File: config.mk
export PLATFORM = sky130hd
export DESIGN_NAME = simd_operand_loader
export DESIGN_NICKNAME = d
export VERILOG_FILES = /design/src/rtl/simd_operand_loader.sv
export SDC_FILE = /design/constraint.sdc
export NUM_CORES = 2
export LEC_CHECK = 0
export ABC_CLOCK_PERIOD_IN_PS = 6700
export CAP_MARGIN = 40
export CELL_PAD_IN_SITES_DETAIL_PLACEMENT = 1
export CELL_PAD_IN_SITES_GLOBAL_PLACEMENT = 1
export CORE_ASPECT_RATIO = 1.4
export CORE_MARGIN = 5
export CORE_UTILIZATION = 38
export DETAILED_ROUTE_END_ITERATION = 16
export MAX_ROUTING_LAYER = met4
export PLACE_DENSITY_LB_ADDON = 0.3
export SYNTH_ARGS = -nofsm -noshare
export SYNTH_HDL_FRONTEND = slang
export SYNTH_SLANG_ARGS = --single-unit
File: constraint.sdc
create_clock -name clk -period 6.7 [get_ports clk]
set_clock_uncertainty 0.15 [all_clocks]
set_input_delay 0.67 -clock clk [delete_from_list [all_inputs] [get_ports clk]]
set_output_delay 0.67 -clock clk [all_outputs]
set_load 0.02 [all_outputs]
File: src/rtl/simd_operand_loader.sv
// rtl/simd_operand_loader.sv - assembles two SIMD operands from narrow beats and presents them as one registered set
module simd_operand_loader #(
    parameter int SIMD_WIDTH = 256,
    parameter int BUS_WIDTH  = 64
) (
    input  logic                  clk,
    input  logic                  rst_n,
    input  logic                  in_valid,
    output logic                  in_ready,
    input  logic [BUS_WIDTH-1:0]  in_data,
    input  logic                  in_last,
    input  logic [2:0]            in_mode,
    input  logic                  in_hi,
    output logic                  op_valid,
    input  logic                  op_ready,
    output logic [SIMD_WIDTH-1:0] op_a,
    output logic [SIMD_WIDTH-1:0] op_b,
    output logic [2:0]            op_mode,
    output logic                  op_hi,
    output logic                  err
);
    localparam int BEATS = SIMD_WIDTH / BUS_WIDTH;
    localparam int CW    = (BEATS > 1) ? $clog2(BEATS) : 1;
    localparam logic [CW-1:0] LAST_CNT = CW'(BEATS - 1);

    typedef enum logic [1:0] {LOAD_A, LOAD_B, PRESENT} state_t;

    state_t                 state_q, state_d;
    logic [CW-1:0]          cnt_q, cnt_d;
    logic [BUS_WIDTH-1:0]   a_q [BEATS];
    logic [BUS_WIDTH-1:0]   b_q [BEATS];
    logic [2:0]             mode_q;
    logic                   hi_q;
    logic [SIMD_WIDTH-1:0]  a_flat, b_flat;
    logic [SIMD_WIDTH-1:0]  op_a_q, op_b_q;
    logic [2:0]             op_mode_q;
    logic                   op_hi_q, op_valid_q, err_q;

    logic accept, last_beat, frame_end, frame_err, handshake;

    assign accept    = in_valid && in_ready;
    assign last_beat = (cnt_q == LAST_CNT);
    assign frame_end = (state_q == LOAD_B) && last_beat;
    assign frame_err = accept && (in_last != frame_end);
    assign handshake = op_valid_q && op_ready;

    always_ff @(posedge clk) begin
        if (!rst_n) begin
            state_q <= LOAD_A;
            cnt_q   <= '0;
        end else begin
            state_q <= state_d;
            cnt_q   <= cnt_d;
        end
    end

    always_comb begin
        state_d = state_q;
        cnt_d   = cnt_q;
        case (state_q)
            LOAD_A, LOAD_B: begin
                if (accept) begin
                    if (frame_err) begin
                        state_d = LOAD_A;
                        cnt_d   = '0;
                    end else if (last_beat) begin
                        cnt_d   = '0;
                        state_d = (state_q == LOAD_A) ? LOAD_B : PRESENT;
                    end else begin
                        cnt_d = cnt_q + 1'b1;
                    end
                end
            end
            PRESENT: begin
                if (handshake) state_d = LOAD_A;
            end
            default: begin
                state_d = LOAD_A;
                cnt_d   = '0;
            end
        endcase
    end

    always_comb begin
        in_ready = rst_n && (state_q != PRESENT);
    end

    // The final B beat is folded in directly so the presented set is complete on the transition edge.
    always_comb begin
        a_flat = '0;
        b_flat = '0;
        for (int k = 0; k < BEATS; k++) begin
            a_flat[k*BUS_WIDTH +: BUS_WIDTH] = a_q[k];
            b_flat[k*BUS_WIDTH +: BUS_WIDTH] = (k == int'(cnt_q)) ? in_data : b_q[k];
        end
    end

    always_ff @(posedge clk) begin
        if (!rst_n) begin
            for (int k = 0; k < BEATS; k++) begin
                a_q[k] <= '0;
                b_q[k] <= '0;
            end
            mode_q     <= '0;
            hi_q       <= 1'b0;
            op_a_q     <= '0;
            op_b_q     <= '0;
            op_mode_q  <= '0;
            op_hi_q    <= 1'b0;
            op_valid_q <= 1'b0;
            err_q      <= 1'b0;
        end else begin
            err_q <= frame_err;
            if (handshake) op_valid_q <= 1'b0;
            if (accept && !frame_err) begin
                if (state_q == LOAD_A) begin
                    a_q[cnt_q] <= in_data;
                    if (cnt_q == '0) begin
                        mode_q <= in_mode;
                        hi_q   <= in_hi;
                    end
                end else begin
                    b_q[cnt_q] <= in_data;
                end
                if (frame_end) begin
                    op_a_q     <= a_flat;
                    op_b_q     <= b_flat;
                    op_mode_q  <= mode_q;
                    op_hi_q    <= hi_q;
                    op_valid_q <= 1'b1;
                end
            end
        end
    end

    assign op_valid = op_valid_q;
    assign op_a     = op_a_q;
    assign op_b     = op_b_q;
    assign op_mode  = op_mode_q;
    assign op_hi    = op_hi_q;
    assign err      = err_q;
endmodule

==> results.json <==
{
  "start_util": 0.383,
  "p_seq_frac": 0.510,
  "maxCapViolations": 0,
  "antenna_found_initial": 3,
  "yosysMostFrequentCell": "nand2_1",
  "hold_path_depth": 2,
  "post-route-min-period_ps": 3950,
  "min_path_type": "reg -> reg",
  "grt_pass1_wl_mm": 196,
  "cts_tree": "done",
  "ys_ff_latch": 1038,
  "combPwrFrac": 0.033,
  "setup_viol": 0,
  "placementRows": 139,
  "path_buf_inv": 2,
  "cp_max_fo": 108,
  "postCtsResizedCells": 0,
  "core_um2": 103000,
  "fin_tns_setup_ps": 0,
  "synthAdderAreaFrac": 0.000636,
  "crit_type": "in -> reg",
  "worstPathCellList": "buf_8, and2_4, nand2_1, nor2_4, buf_4, and2_1",
  "synth_compound_area_frac": 0.120,
  "critPathCaptureType": "register",
  "synth.distinct_cells": 32,
  "register_area_um2": 25900,
  "h-tree-depth": 3,
  "worstMarginPinSlew_ps": 905,
  "synth_mux_area_frac": 0.00127,
  "root_buffer": "clkbuf_16",
  "outcome": "finished, final reports clean",
  "die_h_um": 391,
  "p_per_area_nw_per_um2": 266,
  "ctsHoldBuffers": 0,
  "synthSimpleGateAreaFrac": 0.188,
  "synth_xor_area_frac": 0.000667,
  "power.switching_uw": 2890,
  "cts_sinks": 1038,
  "cp.required_ps": 7100,
  "wirelength_mm": 134,
  "synthCells": 3642,
  "yosysSeqAreaShare": 0.658,
  "crit_family": "simple AND/OR/NAND/NOR gates",
  "dr.pass1.iters": 5,
  "postRouteAntennaNets": 0,
  "cp_slowest_stage_delay_ps": 840,
  "ys.flop_type": "dfxtp_1",
  "synth_edf_count": 512,
  "syn_nets": 3717,
  "ir_drop_mv": 0.186,
  "grt_use_total": 0.242,
  "path_depth": 6,
  "nNetsFinal": 4178,
  "rr_worst_depth": 7,
  "route.vias.total": 28600,
  "die_area_um2": 110000,
  "maxSlewViolCount": 0,
  "synth_area_leaders": "edfxtp_1 39%, dfxtp_1 27%, nand2_1 9.3%",
  "cts_made_buffers": 103,
  "hold_viol_final": 0,
  "post-route-period-util": 0.590,
  "total_power_uw": 13300,
  "grt_max_degree": 144,
  "relSlewSlack": 0.397,
  "syn-cell-area_um2": 39400,
  "cts.path.max_buffers": 3,
  "fmax_ghz": 0.253,
  "synth_async_sr_flop_share": 0,
  "first_iter_violations": 2030,
  "clk_latency_ps": 680,
  "internal_power_uw": 10500,
  "synth_largest_area_cell": "edfxtp_1",
  "die_w_um": 282,
  "crit_slowest_cell": "and2_4",
  "portBuffers": 591,
  "p_sw_frac": 0.216,
  "synth_top_area_share": 0.391,
  "p_clk_frac": 0.457,
  "drive_gt1_frac": 0.0577,
  "multi_input_area_um2": 12400,
  "rsz0062_at_grt": "no",
  "synthTopCellsByCount": "978 x nand2_1, 526 x dfxtp_1, 512 x edfxtp_1",
  "start_kind": "input port",
  "n_fill_cell": 10900,
  "io_pins": 592,
  "p_leak_uw": 0.0176,
  "routedWlPerCell_um": 24.2,
  "viasPerCell": 5.16,
  "avgSynthCellArea_um2": 10.8,
  "gr-total-overflow": 0,
  "dp_hpwl_mm": 82.5,
  "critPathArrivalTime_ps": 4350,
  "syn2layout_area_growth_pct": 27.3,
  "path_clk_slew_ps": 60,
  "synth_top_family_by_area": "simple AND/OR/NAND/NOR gates",
  "yosysWarnings": 0,
  "grt_pass1_vias": 29500,
  "globalplace.congestion": 0.781,
  "drc": 0,
  "postCtsSetupBuffers": 0
}
sequential cells by signal (all words and copies together), names as in the netlist:
| name | cells |
|---|---|
| mode_q | 3 |
| hi_q | 1 |
| err | 1 |
| op_a | 256 |
| op_valid | 1 |
| op_hi | 1 |
| a_q | 256 |
| cnt_q | 2 |
| state_q | 2 |
| op_mode | 3 |
| b_q | 256 |
| op_b | 256 |
metrics by stage:
step                      instance area [µm²]  hold WS, ps   util  setup slack [ps]  cells
final                                   50100          301  0.488              2750   5539
after global placement                  46300          289  0.451              2050   5327
after floorplan                         39400          280      -               142   3642
after detailed placement                46600          297  0.453              2070   5337
after CTS                               50100          306  0.488              2700   5533
after global routing                    50100          326  0.488              2520   5533
kinds of logic (layout without fill, tap and decap cells):
kind of cell    count (synthesis)  in the layout
fa+ha+maj                       2              2
xor+xnor                        3              3
compound gates                718            718
mux                             5              5
buf+inv                       289            841
flops                        1038           1038
simple gates                 1587           1587
other cells                     0              6
worst paths after layout:
path                         startpoint                        to  slack (ps)
setup / recovery                  rst_n  a_q[2][28]$_SDFFCE_PN0P_        2750
hold / removal     op_b[8]$_SDFFE_PN0P_      op_b[8]$_SDFFE_PN0P_         300
setup reg to reg  cnt_q[0]$_SDFFE_PN0P_  b_q[0][62]$_SDFFCE_PN0P_        2770
hold reg to reg    op_b[8]$_SDFFE_PN0P_      op_b[8]$_SDFFE_PN0P_         300
cells in the final DEF (no fill, tap or decap), types with 3 or more instances in the layout:
master and instances:
nor2_4 3, nand4_1 4, clkinv_2 24, and3_1 128
a21boi_1 120, nor2b_1 7, o21ai_0 130, and2_1 386
clkbuf_8 11, inv_1 3, nand2_1 976, a21boi_0 335
dfxtp_1 526, edfxtp_1 512, o21ai_4 4, a31oi_1 3
nor3_2 4, clkdlybuf4s50_1 589, clkbuf_1 22, nor3_1 61
clkbuf_16 109, buf_4 32, buf_16 5, nand2b_4 4
inv_4 3, buf_8 3, a21oi_1 123, clkinv_1 8
buf_12 11, bufinv_16 12, diode_2 6, inv_6 4
mux2i_1 5
layer usage:
metal | vias to the layer above | track usage | routed length, µm
li1 | 13200 | - | -
met1 | 14500 | 0.284 | 53100
met2 | 764 | 0.409 | 67200
met3 | 167 | 0.0613 | 9570
met4 | 0 | 0.0781 | 4110
met5 | - | - | 0
area by class of cell:
class	instances	share of cell area
flip-flops and latches	1038	0.517
multi-input cells	2315	0.248
repair buffers	641	0.131
clock buffers	142	0.0591
well taps	1339	0.0334
clock inverters	54	0.0118
inverters	4	0.000300
diodes	6	0.000300
worst min-delay path, delay by kind of cell (launching register included):
family	cells	cell delay, ps
AOI/OAI and AO/OA	1	50
and+or+nand+nor	1	50
DFF	1	310
power by group through the flow:
stage               Sequential, µW  Clock [µW]  Combinational (µW)
global placement              6950           0                 428
detailed placement            6950           0                 445
global route                  6820        6490                 463
CTS                           6810        6240                 446
floorplan                     6960           0                 183
finish                        6810        6100                 436
Power figures use the tool's default switching activity.
